--- src/rtl/dvp_capture_win.sv ---
// dvp_capture_win
//   Captures a parallel DVP camera stream, discards SKIP_FRAMES frames after
//   enable so the sensor can settle, assembles BYTES_PER_PIX bus beats into
//   one pixel and crops each frame to a window latched at frame start.
//
// Ports
//   clk, rst                  camera pixel clock; asynchronous active-high reset
//   enable                    capture enable (a running frame always completes)
//   cam_vsync/href/data       raw sensor interface
//   byte_swap                 1: first beat lands in the LSB of pix_data
//   win_x0/y0/w/h             crop window origin and size (pixels / lines)
//   frame_vsync, frame_href   delayed sync, gated to captured frames / window lines
//   pix_valid, pix_data       one-cycle strobe per in-window pixel; data holds
//   pix_x, pix_y              window-relative coordinates of pix_data
//   frame_start, frame_done   one-cycle pulses at frame boundaries
//   frame_cnt                 completed frames, wraps at 16 bits
//   busy                      FSM away from IDLE
module dvp_capture_win #(
   parameter int DATA_W        = 8,
   parameter int BYTES_PER_PIX = 2,
   parameter int SKIP_FRAMES   = 10,
   parameter int CNT_W         = 13
) (
   input  logic                            clk,
   input  logic                            rst,
   input  logic                            enable,
   input  logic                            cam_vsync,
   input  logic                            cam_href,
   input  logic [DATA_W-1:0]               cam_data,
   input  logic                            byte_swap,
   input  logic [CNT_W-1:0]                win_x0,
   input  logic [CNT_W-1:0]                win_y0,
   input  logic [CNT_W-1:0]                win_w,
   input  logic [CNT_W-1:0]                win_h,
   output logic                            frame_vsync,
   output logic                            frame_href,
   output logic                            pix_valid,
   output logic [DATA_W*BYTES_PER_PIX-1:0] pix_data,
   output logic [CNT_W-1:0]                pix_x,
   output logic [CNT_W-1:0]                pix_y,
   output logic                            frame_start,
   output logic                            frame_done,
   output logic [15:0]                     frame_cnt,
   output logic                            busy
);

   localparam int PIX_W  = DATA_W * BYTES_PER_PIX;
   localparam int BEAT_W = (BYTES_PER_PIX > 1) ? $clog2(BYTES_PER_PIX) : 1;
   localparam int SKIP_W = (SKIP_FRAMES > 1) ? $clog2(SKIP_FRAMES) : 1;

   localparam logic [BEAT_W-1:0] BEAT_LAST = BEAT_W'(BYTES_PER_PIX - 1);
   localparam logic [SKIP_W-1:0] SKIP_LAST = SKIP_W'((SKIP_FRAMES > 0) ? SKIP_FRAMES - 1 : 0);
   localparam logic [CNT_W-1:0]  CNT_MAX   = '1;

   typedef enum logic [1:0] {IDLE, SKIP, WAIT_VS, ACTIVE} state_t;

   state_t              state, state_nxt;
   logic [SKIP_W-1:0]   skip_cnt, skip_nxt;
   logic                start_nxt, done_nxt;

   logic                vs_d1, vs_d2, href_d1, href_d2;
   logic [DATA_W-1:0]   data_d1;
   logic                vs_rise, href_rise, href_fall;

   logic [BEAT_W-1:0]   beat_cnt, beat_idx;
   logic [CNT_W-1:0]    col_cnt, col_cur, line_cnt;
   logic [PIX_W-1:0]    acc, cur_beats, asm_pix;
   logic                pix_done, col_in_win, line_in_win, emit;

   logic [CNT_W-1:0]    x0_q, y0_q, w_q, h_q;
   logic                swap_q;

   assign vs_rise   = vs_d1 & ~vs_d2;
   assign href_rise = href_d1 & ~href_d2;
   assign href_fall = ~href_d1 & href_d2;

   // The first beat of a line is index 0 even before beat_cnt has been cleared.
   assign beat_idx = href_rise ? '0 : beat_cnt;
   assign col_cur  = href_rise ? '0 : col_cnt;
   assign pix_done = href_d1 && (beat_idx == BEAT_LAST);

   // Window bounds are compared one bit wider so x0+w never wraps.
   assign col_in_win  = (col_cur >= x0_q) &&
                        ({1'b0, col_cur} < ({1'b0, x0_q} + {1'b0, w_q}));
   assign line_in_win = (line_cnt >= y0_q) &&
                        ({1'b0, line_cnt} < ({1'b0, y0_q} + {1'b0, h_q}));

   assign emit = pix_done && col_in_win && line_in_win && (state == ACTIVE);

   assign busy        = (state != IDLE);
   assign frame_vsync = vs_d2 & ((state == ACTIVE) | frame_start);
   assign frame_href  = href_d2 & line_in_win & (state == ACTIVE);

   // Beat slots are stored in arrival order; the output order is applied last.
   always_comb begin
      cur_beats = acc;
      cur_beats[int'(beat_idx) * DATA_W +: DATA_W] = data_d1;
      asm_pix = '0;
      for (int unsigned i = 0; i < BYTES_PER_PIX; i++) begin
         if (swap_q)
            asm_pix[i*DATA_W +: DATA_W] = cur_beats[i*DATA_W +: DATA_W];
         else
            asm_pix[(BYTES_PER_PIX-1-i)*DATA_W +: DATA_W] = cur_beats[i*DATA_W +: DATA_W];
      end
   end

   always_ff @(posedge clk or posedge rst) begin
      if (rst) begin
         state    <= IDLE;
         skip_cnt <= '0;
      end else begin
         state    <= state_nxt;
         skip_cnt <= skip_nxt;
      end
   end

   always_comb begin
      state_nxt = state;
      skip_nxt  = skip_cnt;
      start_nxt = 1'b0;
      done_nxt  = 1'b0;
      case (state)
         IDLE: begin
            skip_nxt = '0;
            if (enable) begin
               if (SKIP_FRAMES > 0) state_nxt = SKIP;
               else                 state_nxt = WAIT_VS;
            end
         end
         SKIP: begin
            if (!enable) begin
               state_nxt = IDLE;
               skip_nxt  = '0;
            end else if (vs_rise) begin
               if (skip_cnt == SKIP_LAST) begin
                  state_nxt = WAIT_VS;
                  skip_nxt  = '0;
               end else begin
                  skip_nxt = skip_cnt + 1'b1;
               end
            end
         end
         WAIT_VS: begin
            if (!enable) begin
               state_nxt = IDLE;
               skip_nxt  = '0;
            end else if (vs_rise) begin
               state_nxt = ACTIVE;
               start_nxt = 1'b1;
            end
         end
         ACTIVE: begin
            // enable is only sampled at the frame boundary.
            if (vs_rise) begin
               done_nxt = 1'b1;
               if (enable) start_nxt = 1'b1;
               else        state_nxt = IDLE;
            end
         end
         default: state_nxt = IDLE;
      endcase
   end

   always_ff @(posedge clk or posedge rst) begin
      if (rst) begin
         vs_d1       <= 1'b0;
         vs_d2       <= 1'b0;
         href_d1     <= 1'b0;
         href_d2     <= 1'b0;
         data_d1     <= '0;
         beat_cnt    <= '0;
         col_cnt     <= '0;
         line_cnt    <= '0;
         acc         <= '0;
         x0_q        <= '0;
         y0_q        <= '0;
         w_q         <= '0;
         h_q         <= '0;
         swap_q      <= 1'b0;
         pix_valid   <= 1'b0;
         pix_data    <= '0;
         pix_x       <= '0;
         pix_y       <= '0;
         frame_start <= 1'b0;
         frame_done  <= 1'b0;
         frame_cnt   <= '0;
      end else begin
         vs_d1   <= cam_vsync;
         vs_d2   <= vs_d1;
         href_d1 <= cam_href;
         href_d2 <= href_d1;
         data_d1 <= cam_data;

         frame_start <= start_nxt;
         frame_done  <= done_nxt;
         if (done_nxt) frame_cnt <= frame_cnt + 16'd1;

         if (start_nxt) begin
            x0_q   <= win_x0;
            y0_q   <= win_y0;
            w_q    <= win_w;
            h_q    <= win_h;
            swap_q <= byte_swap;
         end

         // A partial pixel is dropped because beat_cnt clears while href is low.
         if (href_d1) begin
            acc      <= cur_beats;
            beat_cnt <= pix_done ? '0 : beat_idx + 1'b1;
         end else begin
            beat_cnt <= '0;
         end

         if (pix_done)
            col_cnt <= (col_cur == CNT_MAX) ? col_cur : col_cur + 1'b1;
         else if (href_rise)
            col_cnt <= '0;

         if (vs_rise)
            line_cnt <= '0;
         else if (href_fall && (line_cnt != CNT_MAX))
            line_cnt <= line_cnt + 1'b1;

         // Evaluated with the pre-transition state, so a pixel finishing on the
         // same cycle as the closing vsync edge still belongs to its frame.
         pix_valid <= emit;
         if (emit) begin
            pix_data <= asm_pix;
            pix_x    <= col_cur - x0_q;
            pix_y    <= line_cnt - y0_q;
         end
      end
   end

endmodule
--- config.mk ---
export PLATFORM = sky130hd
export DESIGN_NAME = dvp_capture_win
export DESIGN_NICKNAME = d
export VERILOG_FILES = /design/src/rtl/dvp_capture_win.sv
export SDC_FILE = /design/constraint.sdc
export NUM_CORES = 1
export LEC_CHECK = 0
export ABC_AREA = 1
export ABC_CLOCK_PERIOD_IN_PS = 7670
export CORE_ASPECT_RATIO = 0.7
export CORE_UTILIZATION = 57
export DETAILED_ROUTE_END_ITERATION = 7
export PLACE_DENSITY = 0.83
export SLEW_MARGIN = 15
export SYNTH_ARGS = -nofsm -noshare
export SYNTH_HDL_FRONTEND = slang
export SYNTH_SLANG_ARGS = --single-unit
--- constraint.sdc ---
create_clock -name clk -period 7.67 [get_ports clk]
set_clock_uncertainty 0.1 [all_clocks]
set_input_delay 1.534 -clock clk [delete_from_list [all_inputs] [get_ports clk]]
set_output_delay 1.534 -clock clk [all_outputs]
set_load 0.1 [all_outputs]
==> flow_summary.ini <==
[finish]
final_cell_area_mm2 = 0.01285
fin_nets = 1649
area_growth_pct = 19.38
layout_common_cells = 430 x nand2_1, 175 x dfrtp_1, 153 x inv_1
drive_gt1_share_pct = 5.228
final_core_util_pct = 70.36
seqCellArea_mm2 = 0.004379
fill_cells = 1455
final_common_cell = nand2_1
diodes = 0
multiInputGateArea_mm2 = 0.005562

[status]
outcome = finished, violations left
violations = DRC

[timing]
final_hold_viol_count = 0
tightest_slew_ns = 1.025
finalMaxSlewViolations = 0
grt_setup_unrepaired = no
layout_min_cycle_time_ns = 5.585
setup_viol = 0
worst_slack_ns = 2.085
fmax_mhz = 179.1
slew_headroom_pct = 31.45
fin_tns_setup_ns = 0
fin_crit_sh_pct = 72.81

[global_route]
grt_start_max_net_pins = 92
antenna_found_initial = 0
groute.usage.overall_pct = 30.25
grt_pass1_wl_um = 46290
overflow = 0
grt_pass1_vias = 9206

[power]
power.total_mw = 4.322
irDropWorstVdd_v = 0.0002683
leakage_nw = 6.518
power.density_mw_per_mm2 = 336.4

[floorplan]
die_h_um = 117.0
io_pins = 130
core_area_mm2 = 0.01826
start_util_pct = 58.94
die_w_um = 166.3
placementRows = 41
dieArea_mm2 = 0.01945

[logic_synthesis]
synth_edf_count = 0
ys_warn_count = 0
synth_top_flop_cell = dfrtp_1
async_flop_share_pct = 100.0
ys_ff_latch = 175
synthCells = 1380
ys_seq_area_share_pct = 40.68
synth.net_count = 1531
synth.distinct_cells = 45
syn_avg_cell_area_um2 = 7.800
syn_area_mm2 = 0.01076

[placement]
gp_congestion = 0.9687
dpl_worst_slack_ns = 2.601
hpwlAfterDp_um = 20420
placed_area_mm2 = 0.01222
io_buffers = 129

[setup_path]
crit_path_end_kind = output port
crit_family = adder cells
crit_fanout = 3
cp.required_ns = 6.04
path_buf_inv = 2
slowest_stage = fa_1
critPathMaxStageDelay_ns = 0.46
arrival_ns = 3.95
reg2reg_setup_slack_ns = 3.03
criticalPathCategory = reg -> out
cp-start-kind = flip-flop
crit_chain = ha_1 > clkinv_1 > fa_1 > nor4_1 > nor2_1 > o21ai_0 > a21oi_1 > xor2_1 > ha_1 > nand3_1 > nor3_1 > nand2_1 > nand3_1 > a21oi_4 > nand2_1 > nor2_1 > buf_4

[routing]
drc = 7
drt-initial-drc-count = 852
viasPerCell = 5.521
vias = 9646
drt-pass1-iter-count = 8
totalWireLength_um = 27870
wl_per_cell_um = 15.95
drtAntennaViolNets = 0

[worst_hold_path]
min_path_type = reg -> reg

[cts]
cts_hold_buf = 0
cts.repair.resized = 0
cts_setup_buffers = 0
clk_path_buf_depth = 2
cts-root-buf = clkbuf_16
clock_sinks = 175
cts_tree = built
insertion_delay_ns = 0.43
h-tree-depth = 4
clk_pin_slew_ns = 0.07
cts_made_buffers = 17

[run]
drv_cap = 0
==> routing by layer <==
metal / vias up / GRT usage [%] / share of wire [%]
met5: - / 0 / 0
met4: 0 / 6.049 / 1.3
met3: 36 / 6.691 / 7.8
met2: 397 / 45.54 / 41
met1: 4486 / 45.01 / 50
li1: 4727 / - / -
==> synthesized netlist by cell type (2+ instances only) <==
master	instances	area, um^2
nor2_4	2	22.52
clkbuf_1	18	67.56
nor4_1	2	12.51
nand3_1	54	270.3
xor2_1	42	367.9
nor3_2	4	40.04
inv_2	15	56.30
fa_1	4	80.08
nand2_4	4	45.04
nand4_1	57	356.6
and2_1	2	12.51
nor2_2	4	25.02
o211ai_1	3	22.52
nor2_1	65	244.0
ha_1	81	1013
xnor2_1	27	236.5
dfrtp_1	175	4379
nand2_1	430	1614
nand2_2	4	25.02
buf_6	4	45.04
a31oi_1	7	43.79
a21oi_1	60	300.3
nor3_1	15	75.07
clkinv_1	2	7.510
o21a_1	3	22.52
o21ai_0	111	555.5
buf_2	12	60.06
inv_1	154	578.1
o21bai_1	3	22.52
==> cells by family (layout without fill, tap and decap cells) <==
group           count (synthesis)  after routing  share of synthesized area, %
compound gates                196            196                         9.718
xor+xnor                       69             69                         5.614
fa+ha+maj                      85             85                         10.16
buf+inv                       207            338                         7.718
flops                         175            175                         40.68
simple gates                  648            648                         26.11
==> per-stage QoR <==
stage	cells	hold slack, ns
after floorplan	1380	0.2537
after global placement	1715	0.2585
after detailed placement	1715	0.2722
after CTS	1747	0.2979
after global routing	1747	0.3087
final	1747	0.2920
==> path summary, 6_finish.rpt <==
kind,startpoint,endpoint,cells past startpoint
max in group asynchronous,rst,w_q[5],3
worst min register to register,vs_d1,vs_d2,0
worst max register to register,y0_q[0],pix_y[12],18
min in group asynchronous,rst,pix_y[2],2
worst max-delay path,y0_q[0],frame_href,17
worst min-delay path,vs_d1,vs_d2,0
==> sequential cells by signal (all words and copies together), names as in the netlist, 2 cells and up <==
register   flops
acc           16
col_cnt       13
data_d1        8
frame_cnt     16
h_q           13
line_cnt      13
pix_data      16
pix_x         13
pix_y         13
skip_cnt       4
state          2
w_q           13
x0_q          13
y0_q          13
==> worst reg2reg max path, stage by stage (launching register included) <==
cell and delay [ns]:
dfrtp_1 0.37, ha_1 0.22, clkinv_1 0.14, fa_1 0.46
nor4_1 0.32, nor2_1 0.11, o21ai_0 0.31, a21oi_1 0.13
xor2_1 0.21, ha_1 0.28, nand3_1 0.09, nor3_1 0.05
nand2_1 0.06, nand3_1 0.11, a21oi_4 0.14, buf_4 0.43
nand4_4 0.64, nand2_1 0.28, nand2_1 0.07
==> report_power, final <==
group	internal [mW]	switching, mW	total, mW
sequential	1.10	0.145	1.25
combinational	0.763	1.36	2.13
clock	0.553	0.395	0.948
==> layout make-up <==
cell class | instances | area share [%]
clock buffers | 18 | 3.340
clock inverters | 14 | 1.577
inverters | 172 | 5.102
multi-input cells | 998 | 43.28
flip-flops and latches | 175 | 34.08
well taps | 236 | 2.298
repair buffers | 134 | 10.32
Note: power is estimated with default switching activity, not from simulation.
